<file path="src/rtl/eth_bist_pkg.sv">
// rtl/eth_bist_pkg.sv - shared types and helpers for the Ethernet frame BIST
package eth_bist_pkg;

    typedef enum logic [1:0] {
        MODE_INCR  = 2'd0,
        MODE_PRBS  = 2'd1,
        MODE_CONST = 2'd2
    } mode_e;

    typedef enum logic {
        GEN_IDLE = 1'b0,
        GEN_SEND = 1'b1
    } gen_state_e;

    typedef enum logic {
        CHK_IDLE  = 1'b0,
        CHK_CHECK = 1'b1
    } chk_state_e;

    // Right-shifting Galois toggle mask for x^32 + x^22 + x^2 + x + 1
    localparam logic [31:0] LFSR_POLY = 32'h8020_0003;

    function automatic logic [31:0] lfsr_next(input logic [31:0] s);
        return {1'b0, s[31:1]} ^ (s[0] ? LFSR_POLY : 32'h0);
    endfunction

    // Last-beat byte enable for byte idx; a zero remainder means a full beat
    function automatic logic keep_bit(input logic [7:0] rem, input logic [7:0] idx);
        return (rem == 8'd0) || (idx < rem);
    endfunction

endpackage

</file>
<file path="src/rtl/eth_bist_pattern_gen.sv">
// rtl/eth_bist_pattern_gen.sv - per-beat pattern source (frame index, byte offset, LFSR)
module eth_bist_pattern_gen
    import eth_bist_pkg::*;
#(
    parameter int DataWidth = 64
) (
    input  logic                 clk_i,
    input  logic                 rst_i,
    input  logic                 init_i,
    input  logic [1:0]           mode_i,
    input  logic [31:0]          seed_i,
    input  logic                 step_i,
    input  logic                 last_i,
    output logic [DataWidth-1:0] data_o
);
    localparam int B = DataWidth / 8;

    mode_e       mode_q, mode_d;
    logic [7:0]  frame_q, frame_d;
    logic [7:0]  off_q, off_d;
    logic [31:0] lfsr_q, lfsr_d;
    logic [7:0]  cbyte_q, cbyte_d;

    always_comb begin
        mode_d  = mode_q;
        frame_d = frame_q;
        off_d   = off_q;
        lfsr_d  = lfsr_q;
        cbyte_d = cbyte_q;
        if (init_i) begin
            mode_d  = (mode_i == 2'd3) ? MODE_CONST : mode_e'(mode_i);
            frame_d = '0;
            off_d   = '0;
            lfsr_d  = (seed_i == 32'h0) ? 32'h1 : seed_i;
            cbyte_d = seed_i[7:0];
        end else if (step_i) begin
            lfsr_d = lfsr_next(lfsr_q);
            if (last_i) begin
                frame_d = frame_q + 8'd1;
                off_d   = '0;
            end else begin
                off_d = off_q + 8'(B);
            end
        end
    end

    always_ff @(posedge clk_i) begin
        if (rst_i) begin
            mode_q  <= MODE_INCR;
            frame_q <= '0;
            off_q   <= '0;
            lfsr_q  <= 32'h1;
            cbyte_q <= '0;
        end else begin
            mode_q  <= mode_d;
            frame_q <= frame_d;
            off_q   <= off_d;
            lfsr_q  <= lfsr_d;
            cbyte_q <= cbyte_d;
        end
    end

    always_comb begin
        data_o = '0;
        case (mode_q)
            MODE_INCR: begin
                for (int i = 0; i < B; i++) data_o[8*i +: 8] = frame_q + off_q + 8'(i);
            end
            MODE_PRBS: data_o = {(DataWidth/32){lfsr_q}};
            default:   data_o = {B{cbyte_q}};
        endcase
    end

endmodule

</file>
<file path="src/rtl/eth_frame_bist.sv">
// rtl/eth_frame_bist.sv - AXI-Stream frame generator and independent loopback checker
module eth_frame_bist
    import eth_bist_pkg::*;
#(
    parameter int DataWidth = 64,
    parameter int LenWidth  = 16,
    parameter int CntWidth  = 32
) (
    input  logic                   clk_i,
    input  logic                   rst_i,
    input  logic                   start_i,
    input  logic [LenWidth-1:0]    cfg_len_i,
    input  logic [CntWidth-1:0]    cfg_num_frames_i,
    input  logic [1:0]             cfg_mode_i,
    input  logic [31:0]            cfg_seed_i,
    output logic [DataWidth-1:0]   tx_tdata_o,
    output logic [DataWidth/8-1:0] tx_tkeep_o,
    output logic                   tx_tlast_o,
    output logic                   tx_tvalid_o,
    input  logic                   tx_tready_i,
    input  logic [DataWidth-1:0]   rx_tdata_i,
    input  logic [DataWidth/8-1:0] rx_tkeep_i,
    input  logic                   rx_tlast_i,
    input  logic                   rx_tvalid_i,
    output logic                   rx_tready_o,
    output logic                   busy_o,
    output logic                   done_o,
    output logic [CntWidth-1:0]    tx_frames_o,
    output logic [CntWidth-1:0]    rx_frames_o,
    output logic [CntWidth-1:0]    err_beats_o,
    output logic [CntWidth-1:0]    len_err_o,
    output logic                   first_err_valid_o,
    output logic [CntWidth-1:0]    first_err_frame_o,
    output logic [LenWidth-1:0]    first_err_beat_o
);
    localparam int B = DataWidth / 8;
    localparam logic [LenWidth-1:0] B_LEN = LenWidth'(B);

    gen_state_e          gen_q, gen_d;
    chk_state_e          chk_q, chk_d;
    logic [LenWidth-1:0] last_beat_q, last_beat_d;
    logic [B-1:0]        keep_last_q, keep_last_d;
    logic [CntWidth-1:0] num_q, num_d;
    logic [LenWidth-1:0] tx_beat_q, tx_beat_d, rx_beat_q, rx_beat_d;
    logic [CntWidth-1:0] tx_frames_q, tx_frames_d, rx_frames_q, rx_frames_d;
    logic [CntWidth-1:0] err_beats_q, err_beats_d, len_err_q, len_err_d;
    logic [CntWidth-1:0] first_frame_q, first_frame_d;
    logic [LenWidth-1:0] first_beat_q, first_beat_d;
    logic                first_valid_q, first_valid_d, done_q, done_d, resync_q, resync_d;

    logic                 busy, start_acc, tx_hs, tx_last_beat, chk_run, rx_at_last;
    logic                 data_err, early, missing;
    logic [7:0]           rem8;
    logic [B-1:0]         exp_keep;
    logic [DataWidth-1:0] gen_data, chk_data, exp_mask;

    function automatic logic [CntWidth-1:0] sat_inc(input logic [CntWidth-1:0] v);
        return (&v) ? v : v + 1'b1;
    endfunction

    assign busy         = (gen_q != GEN_IDLE) || (chk_q != CHK_IDLE);
    assign start_acc    = start_i && !busy && (|cfg_len_i) && (|cfg_num_frames_i);
    assign rem8         = 8'(cfg_len_i % B_LEN);

    assign tx_tvalid_o  = (gen_q == GEN_SEND);
    assign tx_last_beat = (tx_beat_q == last_beat_q);
    assign tx_tlast_o   = tx_tvalid_o && tx_last_beat;
    assign tx_tkeep_o   = !tx_tvalid_o ? '0 : (tx_last_beat ? keep_last_q : '1);
    assign tx_tdata_o   = tx_tvalid_o ? gen_data : '0;
    assign tx_hs        = tx_tvalid_o && tx_tready_i;

    assign rx_tready_o  = 1'b1;
    assign chk_run      = (chk_q == CHK_CHECK);
    assign rx_at_last   = (rx_beat_q == last_beat_q);
    assign exp_keep     = rx_at_last ? keep_last_q : '1;

    always_comb begin
        exp_mask = '0;
        for (int i = 0; i < B; i++) exp_mask[8*i +: 8] = {8{exp_keep[i]}};
    end

    // While resynchronising after a missing tlast, beats are not compared
    assign data_err = chk_run && !resync_q &&
                      ((rx_tkeep_i != exp_keep) || (|((rx_tdata_i ^ chk_data) & exp_mask)));
    assign early    = chk_run && !resync_q && rx_tlast_i && (rx_beat_q < last_beat_q);
    assign missing  = chk_run && !resync_q && !rx_tlast_i && rx_at_last;

    eth_bist_pattern_gen #(.DataWidth(DataWidth)) u_gen_pat (
        .clk_i  (clk_i),
        .rst_i  (rst_i),
        .init_i (start_acc),
        .mode_i (cfg_mode_i),
        .seed_i (cfg_seed_i),
        .step_i (tx_hs),
        .last_i (tx_last_beat),
        .data_o (gen_data)
    );

    eth_bist_pattern_gen #(.DataWidth(DataWidth)) u_chk_pat (
        .clk_i  (clk_i),
        .rst_i  (rst_i),
        .init_i (start_acc),
        .mode_i (cfg_mode_i),
        .seed_i (cfg_seed_i),
        .step_i (rx_tvalid_i && chk_run),
        .last_i (rx_tlast_i),
        .data_o (chk_data)
    );

    always_comb begin
        gen_d = gen_q;  chk_d = chk_q;
        last_beat_d = last_beat_q;  keep_last_d = keep_last_q;  num_d = num_q;
        tx_beat_d = tx_beat_q;  rx_beat_d = rx_beat_q;
        tx_frames_d = tx_frames_q;  rx_frames_d = rx_frames_q;
        err_beats_d = err_beats_q;  len_err_d = len_err_q;
        first_valid_d = first_valid_q;  first_frame_d = first_frame_q;  first_beat_d = first_beat_q;
        done_d = done_q;  resync_d = resync_q;
        if (start_acc) begin
            gen_d = GEN_SEND;  chk_d = CHK_CHECK;
            last_beat_d = (cfg_len_i - 1'b1) / B_LEN;
            for (int i = 0; i < B; i++) keep_last_d[i] = keep_bit(rem8, 8'(i));
            num_d = cfg_num_frames_i;
            tx_beat_d = '0;  rx_beat_d = '0;
            tx_frames_d = '0;  rx_frames_d = '0;  err_beats_d = '0;  len_err_d = '0;
            first_valid_d = 1'b0;  first_frame_d = '0;  first_beat_d = '0;
            done_d = 1'b0;  resync_d = 1'b0;
        end else begin
            if (tx_hs) begin
                if (tx_last_beat) begin
                    tx_beat_d   = '0;
                    tx_frames_d = sat_inc(tx_frames_q);
                    if (tx_frames_q == num_q - 1'b1) gen_d = GEN_IDLE;
                end else begin
                    tx_beat_d = tx_beat_q + 1'b1;
                end
            end
            if (rx_tvalid_i && !chk_run) begin
                err_beats_d = sat_inc(err_beats_q);
            end else if (rx_tvalid_i) begin
                if (data_err) err_beats_d = sat_inc(err_beats_q);
                if (early || missing) len_err_d = sat_inc(len_err_q);
                if ((data_err || early || missing) && !first_valid_q) begin
                    first_valid_d = 1'b1;
                    first_frame_d = rx_frames_q;
                    first_beat_d  = rx_beat_q;
                end
                if (missing) resync_d = 1'b1;
                if (rx_tlast_i) begin
                    rx_beat_d   = '0;
                    resync_d    = 1'b0;
                    rx_frames_d = sat_inc(rx_frames_q);
                    if (rx_frames_q == num_q - 1'b1) chk_d = CHK_IDLE;
                end else begin
                    rx_beat_d = rx_beat_q + 1'b1;
                end
            end
            if (busy && gen_d == GEN_IDLE && chk_d == CHK_IDLE) done_d = 1'b1;
        end
    end

    always_ff @(posedge clk_i) begin
        if (rst_i) begin
            gen_q <= GEN_IDLE;  chk_q <= CHK_IDLE;
            last_beat_q <= '0;  keep_last_q <= '0;  num_q <= '0;
            tx_beat_q <= '0;  rx_beat_q <= '0;
            tx_frames_q <= '0;  rx_frames_q <= '0;  err_beats_q <= '0;  len_err_q <= '0;
            first_valid_q <= 1'b0;  first_frame_q <= '0;  first_beat_q <= '0;
            done_q <= 1'b0;  resync_q <= 1'b0;
        end else begin
            gen_q <= gen_d;  chk_q <= chk_d;
            last_beat_q <= last_beat_d;  keep_last_q <= keep_last_d;  num_q <= num_d;
            tx_beat_q <= tx_beat_d;  rx_beat_q <= rx_beat_d;
            tx_frames_q <= tx_frames_d;  rx_frames_q <= rx_frames_d;
            err_beats_q <= err_beats_d;  len_err_q <= len_err_d;
            first_valid_q <= first_valid_d;  first_frame_q <= first_frame_d;  first_beat_q <= first_beat_d;
            done_q <= done_d;  resync_q <= resync_d;
        end
    end

    assign busy_o            = busy;
    assign done_o            = done_q;
    assign tx_frames_o       = tx_frames_q;
    assign rx_frames_o       = rx_frames_q;
    assign err_beats_o       = err_beats_q;
    assign len_err_o         = len_err_q;
    assign first_err_valid_o = first_valid_q;
    assign first_err_frame_o = first_frame_q;
    assign first_err_beat_o  = first_beat_q;

endmodule

</file>
<file path="config.mk">
export PLATFORM = sky130hd
export DESIGN_NAME = eth_frame_bist
export DESIGN_NICKNAME = d
export VERILOG_FILES = /design/src/rtl/eth_bist_pkg.sv /design/src/rtl/eth_bist_pattern_gen.sv /design/src/rtl/eth_frame_bist.sv
export SDC_FILE = /design/constraint.sdc
export NUM_CORES = 1
export LEC_CHECK = 0
export BUFFER_PORTS_ARGS = -buffer_cell sky130_fd_sc_hd__buf_2
export CORE_MARGIN = 2
export CORE_UTILIZATION = 50
export CTS_BUF_LIST = sky130_fd_sc_hd__clkbuf_2
export CTS_CLUSTER_DIAMETER = 80
export DETAILED_ROUTE_END_ITERATION = 12
export PLACE_DENSITY = 0.73
export SETUP_SLACK_MARGIN = 0.1
export SLEW_MARGIN = 25
export SYNTH_ARGS = -nofsm -noshare
export SYNTH_HDL_FRONTEND = slang
export SYNTH_SLANG_ARGS = --single-unit
</file>
<file path="constraint.sdc">
create_clock -name clk_i -period 5.85 [get_ports clk_i]
set_input_delay 1.755 -clock clk_i [delete_from_list [all_inputs] [get_ports clk_i]]
set_output_delay 1.755 -clock clk_i [all_outputs]
set_load 0.02 [all_outputs]
</file>
# After elaboration in Yosys (flattened, before gate mapping)
# Index checks and enable logic that the tools add are counted.
[op_classes]
n_addsub = 28
mul = 0
n_div = 0
n_lt_le_gt_ge = 9
n_eq_ne = 7
n_shift = 0
mux = 35
n_bitwise = 10
reduce_logical = 59
[ops]
columns = ["cell", "count"]
rows = [
  ["$mux 32", 11],
  ["$pmux 64 s2", 2],
  ["$add 32x1->32 const B", 4],
  ["$reduce_and 32->1", 4],
  ["$add 8x3->8 const B", 8],
  ["$and 64x64->64", 1],
  ["$eq 32x32->1", 2],
  ["$mux 64", 1],
  ["$reduce_or 64->1", 1],
  ["$xor 31x32->32", 2],
  ["$xor 64x64->64", 1],
  ["$mux 8", 5],
  ["$add 16x1->16 const B", 2],
  ["$add 8x1->8 const B", 4],
  ["$add 8x2->8 const B", 4],
  ["$eq 16x13->1", 2],
  ["$logic_not 32->1", 1],
  ["$mux 16", 2],
  ["$reduce_or 32->1", 1],
  ["$sub 32x1->32 const B", 1],
  ["$add 8x4->8 const B", 2],
  ["$add 8x8->8", 2],
  ["$logic_and 1x1->1", 16],
  ["$lt 16x13->1", 1],
  ["other kinds (20)", 68],
]
[word_totals]
register_bits = 372
latch_bits = 0
ram_bits = 0
romBits = 0
output_inout_bits = 254
elab_cells = 172
memories = 0

# Logic depth before layout (Yosys ltp)
[logic_depth]
word_depth = 12
ltp_mapped = 20

# Hierarchy
# Synthesis repeated with hierarchy kept, for this count alone.
[unflattened]
cells_unflattened = 3051
hier_area_um2 = 23767.8
[modules_own_cells]
columns = ["mod", "n_inst", "cells_per_inst", "area_each_um2", "seq_area_each_um2"]
rows = [
  ["eth_frame_bist", 1, 1936, 15466.1, 5325.1],
  ["eth_bist_pattern_gen (u_gen_pat)", 1, 556, 4156.5, 1101.1],
  ["eth_bist_pattern_gen (u_chk_pat)", 1, 559, 4145.2, 1101.1],
]

# Worst setup path after synthesis
# Ideal clock, no wire load.
[synth_timing]
path_type = "input port to flip-flop"
startpoint = "input cfg_len_i[1]"
endpoint = "register u_chk_pat.lfsr_q[24]"
arrival_time_ps = 4795
required_time_ps = 5759
setup_slack_ps = 964
stages = 13
path_buffers = 3
path_cell_list = "clkbuf_1 or3_1 or3_1 nor4_1 nand2_1 or2_1 nor4_1 nand2b_1 o21ai_1 clkbuf_1 clkbuf_1 nor2_1 a311oi_1"
[synth_via]
elab_chain_cells = 4
word_cells_on_any_way = 5
classes_between = "mux: 1; reduce/logical: 4"
[synth_lines]
columns = ["element", "line_no", "source"]
rows = [
  ["start: declaration", "eth_frame_bist.sv:12", "input logic [LenWidth-1:0] cfg_len_i,"],
  ["$reduce_or 16->1 *", "eth_frame_bist.sv:62", "assign start_acc = start_i && !busy && (|cfg_len_i) && (|cfg_num_frames_i);"],
  ["$logic_and 1x1->1 * (2 in series)", "eth_frame_bist.sv:62", ""],
  ["$mux 32 / $reduce_bool 2->1 (equally long branches)", "--", ""],
  ["end signal: assignment", "eth_bist_pattern_gen.sv:58", "lfsr_q <= lfsr_d;"],
  ["end: declaration", "eth_bist_pattern_gen.sv:21", "logic [31:0] lfsr_q, lfsr_d;"],
]
# Every way passes the cells marked *; elsewhere a longest branch is shown, timed or not.
# A chain may end at the register's enable or synchronous reset.

# Final worst setup path
[layout_timing]
startpoint = "register u_gen_pat.off_q[4]"
endpoint = "output tx_tdata_o[39]"
[layout_via]
elab_chain_cells = 4
[layout_lines]
columns = ["element", "line_no", "source"]
rows = [
  ["start: declaration", "eth_bist_pattern_gen.sv:20", "logic [7:0] off_q, off_d;"],
  ["start signal: assignment", "eth_bist_pattern_gen.sv:51", "off_q <= '0;"],
  ["start signal: assignment", "eth_bist_pattern_gen.sv:57", "off_q <= off_d;"],
  ["$add 8x8->8", "eth_bist_pattern_gen.sv:67", "for (int i = 0; i < B; i++) data_o[8*i +: 8] = frame_q + off_q + 8'(i);"],
  ["$add 8x3->8", "eth_bist_pattern_gen.sv:67", ""],
  ["$pmux 64 s2", "eth_bist_pattern_gen.sv:65", "case (mode_q)"],
  ["$mux 64", "eth_frame_bist.sv:69", "assign tx_tdata_o = tx_tvalid_o ? gen_data : '0;"],
  ["end: declaration", "eth_frame_bist.sv:16", "output logic [DataWidth-1:0] tx_tdata_o,"],
]
# No other way between the ends.

==> summary.md <==
| Metric | Value |
|---|---|
| Sw frac | 0.340 |
| Clk sinks | 366 |
| I/O pin total | approximately 410 |
| Critical path origin | u_gen_pat.off_q[4] |
| Period utilization | 0.923 |
| Max frequency | 185 MHz |
| Yosys warnings | 0 |
| P_leak | around 11 nW |
| Hold_buf cts | 0 |
| Num CTS Buffers | 94 |
| Max-slew violations | 0 |
| Net Count, Synth | 3032 |
| Net Switching | ~1.9 mW |
| Total core area | 43100 sq um |
| Post-synth EDFFs | 0 |
| CTS tree | built |
| Largest stage delay, worst path | 0.35 ns |
| CP cell instances | ha_1, a21oi_1, inv_1, a21oi_1, xnor2_1, buf_4, and3_1, nand2_1, xnor2_1, nor2_1, a21oi_1, a21oi_1, buf_2 |
| Commonest non-fill, non-tap cell in the layout | nand2_1 |
| # setup viols final | 0 |
| WL per Instance | approximately 20 microns |
| Share of cells above drive strength 1 | 0.191 |
| Clock root buffer | clkbuf_2 |
| Post-layout util | 0.585 |
| Async S/R FF share, synth | 0 |
| Die X | 213 microns |
| Clk pwr share | 0.326 |
| Reg2reg setup slack | 0.92 ns |
| Sequential share of the synthesized area | 0.335 |
| Primary FF master, synth | dfxtp_1 |
| Worst-margin pin slew | 1.01 ns |
| Crit-path slowest cell | dfxtp_1 |
| DRT Pass-1 Iters | 7 |
| Top cells by area, synth | dfxtp_1 34%, xor2_1 7.9%, xnor2_1 7.7% |
| Reg clk slew, reported paths | ~0.090 ns |
| Area Growth Syn to Fin | 15.3% |
| Max-slew headroom | 0.325 |
| Most frequent cells in the layout | 423 x nand2_1, 411 x buf_2, 364 x dfxtp_1 |
| Final worst path period need | about 5.4 ns |
| Largest net degree at the start of global routing | 156 |
| Max cap viols | 0 |
| Skew final | 0.0986 ns |
| Total GRT Usage | 0.335 |
| Syn Std Cell Area | 21900 sq um |
| CTS resizes | 0 |
| Layout net count | between 3000 and 4000 |
| First-pass GRT wire length | approximately 120000 microns |
| Hold path startpoint | num_q[30] |
| PortBufs | 412 |
| Final TNS setup | 0 ns |
| Residual DRC | 0 |
| Final Power | 5.69 mW |
| Final WS setup | roughly 0.45 ns |
| Antenna Nets Post-Route | 0 |
| Final hold violations | 0 |
| Routability Congestion | a little over 1 |
| Grt ovf | 0 |
| Power density over the cells | 226 nW/um^2 |
| Netlist cell types | 82 |
| RSZ-0062 raised after global routing | no |
| CP Max Fanout | 11 |
| Maximum VDD drop | 0.166 mV |
| Vias | 22400 |
| Critical path arrival | 3.64 ns |
| # H-tree levels | 3 |
| Clock Latency Late Sink | 1.10 ns |
| Vias in the first global route | 20700 |
| Status | finished, final reports clean |
| Critical path type | flop to output pin |
| Mean Syn Cell Area | 7.75 sq um |
| Worst r2r src | u_chk_pat.frame_q[2] |
| Gate power share | 0.196 |
| Die Height | 213 microns |
| Final Routed Wirelength | 78200 microns |
| Synth top area share | 0.335 |
| Drt via density | 5.82 |
| Syn Inst Count | between 2000 and 3000 |
| Rows | 76 |
| Die area | 45400 sq um |
| Most frequent CP cell | a21oi_1 |
| Int Pwr | 3.75 mW |
| Critical R2R Capture | err_beats_o[4] |
| Antenna violations before repair | 8 |
| Worst setup SP type | flop |
| Detailed Route Iter0 Violations | a little over 2000 |
| Worst reg-to-reg path cell count | 15 |
| Setup WS pre-CTS | roughly 0.18 ns |
| Dpl hpwl | 59600 microns |
| FF+latch count, synth | 366 |
| Worst Setup EP | tx_tdata_o[39] |
| Worst Path Required | approximately 4 ns |
| Reg power frac | 0.478 |
| CTS Buffer Depth | 3 |
| Number of setup buffers added after CTS | 0 |
| Cell taking the most area after synthesis | dfxtp_1 |
| Initial core utilization | 0.508 |
| Crit end category | output pin |
| Worst Hold Class | flop to flop |
-- how the worst min path moves through the flow --
stage / slack [ns] / depth (start not counted) / endpoint
after floorplan: 0.45 / 2 / u_gen_pat.lfsr_q[27]
after global placement: 0.45 / 2 / done_o
after detailed placement: 0.47 / 2 / done_o
after CTS: 0.49 / 2 / num_q[30]
after global routing: 0.51 / 2 / err_beats_o[16]
final: 0.49 / 2 / num_q[30]
-- worst max-delay path: cells and delay by family, from the launching register on --
family          cells  cell delay, ns
compound gates      4            0.74
fa+ha+maj           1            0.34
flops               1            0.35
buf+inv             3            0.52
simple gates        3            0.37
xor+xnor            2            0.30
-- power by group through the flow --
stage               Clock [mW]  Combinational [mW]  Sequential [mW]
global placement             0                1.07             2.77
CTS                       1.89                1.10             2.71
finish                    1.85                1.12             2.72
floorplan                    0               0.751             2.70
global route              2.01                1.20             2.73
detailed placement           0                1.09             2.77
-- stage by stage --
stage          hold WS [ns]  area (sq um)  std cells
6_report              0.486         25200       3846
5_1_grt               0.514         25200       3846
4_1_cts               0.486         25200       3840
3_5_place_dp          0.470         24300       3681
3_3_place_gp          0.447         24300       3681
2_1_floorplan         0.450         21900       2820
-- sequential cells by signal, summed over array words and instances, names as in the netlist, 32 cells and up --
signal,cells
err_beats_o,32
first_err_frame_o,32
len_err_o,32
num_q,32
rx_frames_o,32
tx_frames_o,32
u_chk_pat.lfsr_q,32
u_gen_pat.lfsr_q,32
-- layout make-up --
| type | instances | area (sq um) |
|---|---|---|
| timing repair buffer | 449 | 2380 |
| sequential | 366 | 7330 |
| inverter | 61 | 229 |
| clock buffer | 132 | 661 |
| tap | 585 | 732 |
| antenna | 6 | 15.0 |
| fill | 4064 | 17900 |
| clock inverter | 27 | 211 |
| multi-input combinational | 2220 | 13600 |
-- cells in the mapped netlist, types with 39 or more instances --
master,count
a31oi_1,69
a21oi_1,185
o21ai_0,70
nand3_1,88
clkbuf_1,125
dfxtp_1,366
nor3_1,44
and3_1,39
nand4_1,55
nand2_1,423
nor2_1,335
inv_1,61
xnor2_1,191
ha_1,52
nor4_1,51
xor2_1,197
mux2i_1,80
-- cells by family after synthesis --
kind of cell | Yosys count | synth area share
buffers and inverters | 234 | 0.0437
xor gates and xnor gates | 390 | 0.157
muxes | 83 | 0.0382
DFF | 366 | 0.335
and+or+nand+nor | 1190 | 0.250
AOI/OAI and AO/OA | 504 | 0.146
adders and majority gates | 52 | 0.0298
other | 1 | 0.000172
-- routing by layer --
metal | GRT usage | wire (microns)
met5 | 0 | 44
met4 | 0.160 | 3660
met3 | 0.0777 | 7150
met2 | 0.552 | 36300
met1 | 0.413 | 31100
Power figures use the tool's default switching activity.
